===== src/rtl/brisc_pkg.sv =====
// Shared types for the memory-side blocks of the core.
// Arbiter FSM states and grant identifiers.
package brisc_pkg;

    typedef enum logic [1:0] {
        IDLE,
        WAIT,
        RESP
    } arb_state_e;

    typedef enum logic {
        IC = 1'b0,
        DC = 1'b1
    } arb_port_e;

endpackage


===== src/rtl/rr_arbiter2.sv =====
// Two-request round-robin picker.
// last_grant only moves when the caller accepts the grant.
module rr_arbiter2
    import brisc_pkg::*;
(
    input  logic clk,
    input  logic reset_n,
    input  logic req_ic,
    input  logic req_dc,
    input  logic take,
    output logic any,
    output logic grant_dc
);

    arb_port_e last_grant;

    // Pick a winner; on contention favour the port not granted last.
    always_comb begin
        any      = req_ic | req_dc;
        grant_dc = 1'b0;
        if (req_ic && req_dc) begin
            grant_dc = (last_grant == IC);
        end else if (req_dc) begin
            grant_dc = 1'b1;
        end
    end

    // Remember who won the last accepted grant.
    always_ff @(posedge clk or negedge reset_n) begin
        if (!reset_n) begin
            last_grant <= IC;
        end else if (take && any) begin
            last_grant <= grant_dc ? DC : IC;
        end
    end

endmodule


===== src/rtl/mem_arbiter.sv =====
// Serialises icache/dcache requests onto the single memory port.
// One outstanding line fill, guarded by a saturating watchdog.
module mem_arbiter
    import brisc_pkg::*;
#(
    parameter int ADDRESS_WIDTH      = 32,
    parameter int FILL_DATA_WIDTH    = 128,
    parameter int WORD_WIDTH         = 32,
    parameter int DATA_TRANSFER_TIME = 5,
    parameter int TIMEOUT            = 16
) (
    input  logic                       clk,
    input  logic                       reset_n,
    input  logic                       ic_req,
    input  logic [ADDRESS_WIDTH-1:0]   ic_addr,
    output logic                       ic_ready,
    output logic                       ic_fill_valid,
    output logic [FILL_DATA_WIDTH-1:0] ic_fill_data,
    input  logic                       dc_req,
    input  logic                       dc_store,
    input  logic                       dc_store_word,
    input  logic [ADDRESS_WIDTH-1:0]   dc_addr,
    input  logic [WORD_WIDTH-1:0]      dc_wdata,
    output logic                       dc_ready,
    output logic                       dc_fill_valid,
    output logic [FILL_DATA_WIDTH-1:0] dc_fill_data,
    output logic                       mem_req,
    output logic                       mem_store,
    output logic                       mem_store_word,
    output logic [ADDRESS_WIDTH-1:0]   mem_address,
    output logic [WORD_WIDTH-1:0]      mem_evict_data,
    input  logic [FILL_DATA_WIDTH-1:0] mem_fill_data,
    input  logic                       mem_response_valid,
    output logic                       timeout_err
);

    localparam int CW = $clog2(TIMEOUT + 1);

    arb_state_e           state;
    arb_state_e           state_nx;
    arb_port_e            owner;
    logic [CW-1:0]        cnt;
    logic [FILL_DATA_WIDTH-1:0] resp;
    logic                 any;
    logic                 grant_dc;
    logic                 take;
    logic                 latch;
    logic                 cap;
    logic                 tmo;
    logic                 cnt_last;

    rr_arbiter2 u_rr (
        .clk      (clk),
        .reset_n  (reset_n),
        .req_ic   (ic_req),
        .req_dc   (dc_req),
        .take     (take),
        .any      (any),
        .grant_dc (grant_dc)
    );

    assign cnt_last     = (cnt == CW'(TIMEOUT - 1));
    assign ic_fill_data = resp;
    assign dc_fill_data = resp;

    // Next state, memory command mux and handshake pulses.
    always_comb begin
        state_nx       = state;
        take           = 1'b0;
        latch          = 1'b0;
        cap            = 1'b0;
        tmo            = 1'b0;
        ic_ready       = 1'b0;
        dc_ready       = 1'b0;
        ic_fill_valid  = 1'b0;
        dc_fill_valid  = 1'b0;
        mem_req        = 1'b0;
        mem_store      = 1'b0;
        mem_store_word = 1'b0;
        mem_address    = '0;
        mem_evict_data = '0;
        unique case (state)
            IDLE: begin
                if (any && reset_n) begin
                    take    = 1'b1;
                    mem_req = 1'b1;
                    if (grant_dc) begin
                        dc_ready       = 1'b1;
                        mem_address    = dc_addr;
                        mem_store      = dc_store;
                        mem_store_word = dc_store & dc_store_word;
                        if (dc_store) begin
                            mem_evict_data = dc_wdata;
                        end else begin
                            latch    = 1'b1;
                            state_nx = WAIT;
                        end
                    end else begin
                        ic_ready    = 1'b1;
                        mem_address = ic_addr;
                        latch       = 1'b1;
                        state_nx    = WAIT;
                    end
                end
            end
            WAIT: begin
                if (mem_response_valid) begin
                    cap      = 1'b1;
                    state_nx = RESP;
                end else if (cnt_last) begin
                    tmo      = 1'b1;
                    state_nx = IDLE;
                end
            end
            RESP: begin
                ic_fill_valid = (owner == IC);
                dc_fill_valid = (owner == DC);
                state_nx      = IDLE;
            end
            default: state_nx = IDLE;
        endcase
    end

    // State, fill owner, watchdog counter, error flag and line capture.
    always_ff @(posedge clk or negedge reset_n) begin
        if (!reset_n) begin
            state       <= IDLE;
            owner       <= IC;
            cnt         <= '0;
            timeout_err <= 1'b0;
            resp        <= '0;
        end else begin
            state <= state_nx;
            if (latch) begin
                owner <= grant_dc ? DC : IC;
                cnt   <= '0;
            end else if (state == WAIT && cnt != CW'(TIMEOUT)) begin
                cnt <= cnt + 1'b1;
            end
            if (tmo) begin
                timeout_err <= 1'b1;
            end
            if (cap) begin
                resp <= mem_fill_data;
            end
        end
    end

endmodule


===== config.mk =====
export PLATFORM = sky130hd
export DESIGN_NAME = mem_arbiter
export DESIGN_NICKNAME = d
export VERILOG_FILES = /design/src/rtl/brisc_pkg.sv /design/src/rtl/rr_arbiter2.sv /design/src/rtl/mem_arbiter.sv
export SDC_FILE = /design/constraint.sdc
export NUM_CORES = 1
export LEC_CHECK = 0
export BUFFER_PORTS_ARGS = -buffer_cell sky130_fd_sc_hd__buf_2
export CAP_MARGIN = 20
export CORE_AREA = 2 2 217 219
export CTS_CLUSTER_SIZE = 10
export DETAILED_ROUTE_END_ITERATION = 8
export DIE_AREA = 0 0 219 221
export HOLD_SLACK_MARGIN = 0.12
export PLACE_DENSITY = 0.42
export SYNTH_ARGS = -nofsm -noshare
export SYNTH_HDL_FRONTEND = slang
export SYNTH_SLANG_ARGS = --single-unit

===== constraint.sdc =====
create_clock -name clk -period 3 [get_ports clk]
set_input_delay 0.6 -clock clk [delete_from_list [all_inputs] [get_ports clk]]
set_output_delay 0.6 -clock clk [all_outputs]
set_load 0.01 [all_outputs]

==> run_results.csv <==
group,metric,value,unit
status,outcome,"finished, final reports clean",
cells_and_area,instances_no_fill,1588,
global_route,grt_pass1_vias,5753,
clock_network,cts-hold-fix-buffers,0,
cells_and_area,fillers,5017,
yosys,async_flop_share,100,%
detailed_routing,drc_errors,0,
timing,setup_viol,0,
timing,worstMarginPinSlew,0.674,ns
cells_and_area,drive_above_1_share,75.0,%
clock_network,clkLatencyLatePin,0.44,ns
timing,rsz0062_at_grt,"no",
global_route,grt_overflow_total,0,
timing,hold_viol,0,
clock_network,clock-root-buffer,"clkbuf_16",
setup_path,cp-end-kind,"output port",
clock_network,clock_sinks,138,
power,intPower,6650,uW
setup_path,r2r_end,"dc_fill_data[31]",
yosys,synth_top_area_share,47.1,%
setup_path,rr_worst_depth,5,
yosys,yosysMostFrequentCell,"dfrtp_1",
power,p_leak,0.00550,uW
setup_path,critical_path_required,2.40,ns
power,powerDensity,1010,nW/um^2
global_route,antenna_found_initial,5,
floorplan,start_util,15.9,%
placed_design,routabilityCongestion,0.932,
run,cap_violations,0,
global_route,grt_max_degree,82,
yosys,netlist_top_cells_area,"dfrtp_1 (47%), mux2_4 (20%), buf_4 (13%)",
placed_design,pre_cts_ws,0.472,ns
floorplan,die_h,221,um
floorplan,dieArea,48400,sq um
floorplan,rows,79,
clock_network,cts_tree,"done",
clock_network,clk_pin_slew_worst_paths,0.07,ns
floorplan,chipWidth,219,um
power,power.switching,3870,uW
yosys,synth_edf_count,0,
yosys,ys_ff_latch,138,
yosys,syn_area,7340,sq um
setup_path,path_max_fanout,34,
cells_and_area,final_nets,1200,
clock_network,cts_resized,0,
power,p_clk_share,20.6,%
yosys,synthDistinctLibCells,36,
detailed_routing,vias,5619,
placed_design,portBuffers,558,
detailed_routing,initialDrtViolationCount,174,
timing,setup_tns,0,ns
timing,slew_violations,0,
timing,layout_setup_ws,0.254,ns
placed_design,place.detailed.hpwl,19300,um
floorplan,io_pins,559,
clock_network,cts-buffers-inserted,17,
global_route,grt_usage,9.79,%
yosys,synth-main-ff-cell,"dfrtp_1",
detailed_routing,postRouteAntennaNets,0,
power,peakVddDrop,379,uV
yosys,yosysWarnings,0,
setup_path,rrSetupSlack,0.94,ns
detailed_routing,drt_pass1_iterations,4,
placed_design,dp.cells,1554,
timing,min_period,2.75,ns
clock_network,h-tree-depth,4,
detailed_routing,routed_wl,24300,um
clock_network,clockBufferDepth,2,
power,p_sw_share,36.8,%
min_path,worst_hold_path_type,"in2async",
yosys,syn_inst,529,
yosys,synth_commonest_cells,"dfrtp_1 (138), buf_4 (129), mux2_4 (100)",
yosys,yosysSeqAreaShare,47.1,%
yosys,avgSynthCellArea,13.9,sq um
global_route,grt_pass1_wl,34900,um
setup_path,startpoint_type,"register",
timing,slew_headroom,55.0,%
power,seq_power_share,34.3,%
detailed_routing,via_per_inst,3.54,
clock_network,post_cts_buffers,0,
yosys,synth_nets,763,
cells_and_area,area_growth,41.6,%
timing,skew,0.0139,ns
setup_path,worstSetupPathType,"reg2out",
timing,post-route-period-util,91.5,%
setup_path,worst-endpoint-arrival,2.15,ns
setup_path,worstReg2RegStart,"state[0]",
floorplan,coreArea,46100,sq um
yosys,synth_top_area_cell,"dfrtp_1",
cells_and_area,finish.utilization,22.6,%
detailed_routing,routedWlPerCell,15.3,um
timing,max_freq,0.364,GHz
power,combinationalPowerShare,45.1,%
worst max-delay path by stage:
| stage | startpoint | end | slack (ns) | cells after the start |
|---|---|---|---|---|
| finish | state[1] | mem_address[9] | 0.25 | 5 |
| global route | state[0] | mem_address[26] | 0.08 | 5 |
| CTS | state[1] | mem_address[29] | 0.23 | 5 |
| detailed placement | reset_n | mem_address[4] | 0.47 | 6 |
| global placement | reset_n | mem_address[29] | 0.53 | 6 |
| floorplan | reset_n | mem_address[11] | 0.88 | 5 |
layer usage:
layer | wire [um] | share of wire [%] | global-route usage, %
met4 | 729 | 3.0 | 4.66
met3 | 1810 | 7.5 | 2.80
met2 | 12900 | 53 | 18.1
met1 | 8870 | 37 | 10.0
met5 | 0 | 0 | 0
state kept, by name, indices dropped and copies added (netlist names):
register / count
owner: 1
cnt: 5
state: 2
u_rr.last_grant: 1
dc_fill_data: 128
timeout_err: 1
metrics by stage:
step / total power, uW / area, sq um / hold slack [ns]
after global placement: 8470 / 9790 / 0.450
after CTS: 10700 / 10400 / 0.148
after global routing: 11300 / 10400 / 0.150
after detailed placement: 8460 / 9790 / 0.449
after floorplan: 7240 / 7340 / 0.304
final: 10500 / 10400 / 0.147
power groups by stage:
stage               Sequential, uW  Combinational [uW]  Clock [uW]
floorplan                     3870                3370           0
global placement              3630                4840           0
detailed placement            3670                4800           0
CTS                           3650                4820        2280
global route                  3770                5120        2360
finish                        3610                4740        2160
worst max-delay path, cell delays in order, from the launching register on:
cell	delay, ns
dfrtp_1	0.46
nor3b_1	0.36
and3_1	0.21
buf_4	0.31
a22o_1	0.21
buf_2	0.13
kinds of logic after synthesis:
logic type / after synthesis / share of synthesized area [%]
buffers and inverters: 156 / 17.4
adder cells (fa/ha/maj): 3 / 0.512
AND/OR/NAND/NOR: 59 / 5.23
multiplexers: 128 / 24.8
flip-flops: 138 / 47.1
AO/OA/AOI/OAI: 45 / 5.06
placed cells by master (no fill, tap or decap), drive strengths merged, types with 2 or more instances in the layout:
cell	n
bufinv	3
inv	4
o21ai	4
buf	571
a21oi	3
a311oi	3
clkinvlp	2
and2	34
and3	3
ha	3
mux2	128
dfrtp	138
nand3	3
a22o	32
nand2b	2
clkbuf	20
nor2	4
clkinv	6
diode	2
nor3b	2
cell type report:
cell class	instances	area (sq um)	share of cell area, %
diodes	2	5.00	0.0482
clock buffers	20	447	4.30
clock inverters	12	148	1.42
inverters	3	11.3	0.108
multi-input cells	235	2610	25.1
flip-flops and latches	138	3450	33.2
well taps	607	759	7.31
repair buffers	571	2960	28.5
Power figures use the tool's default switching activity.
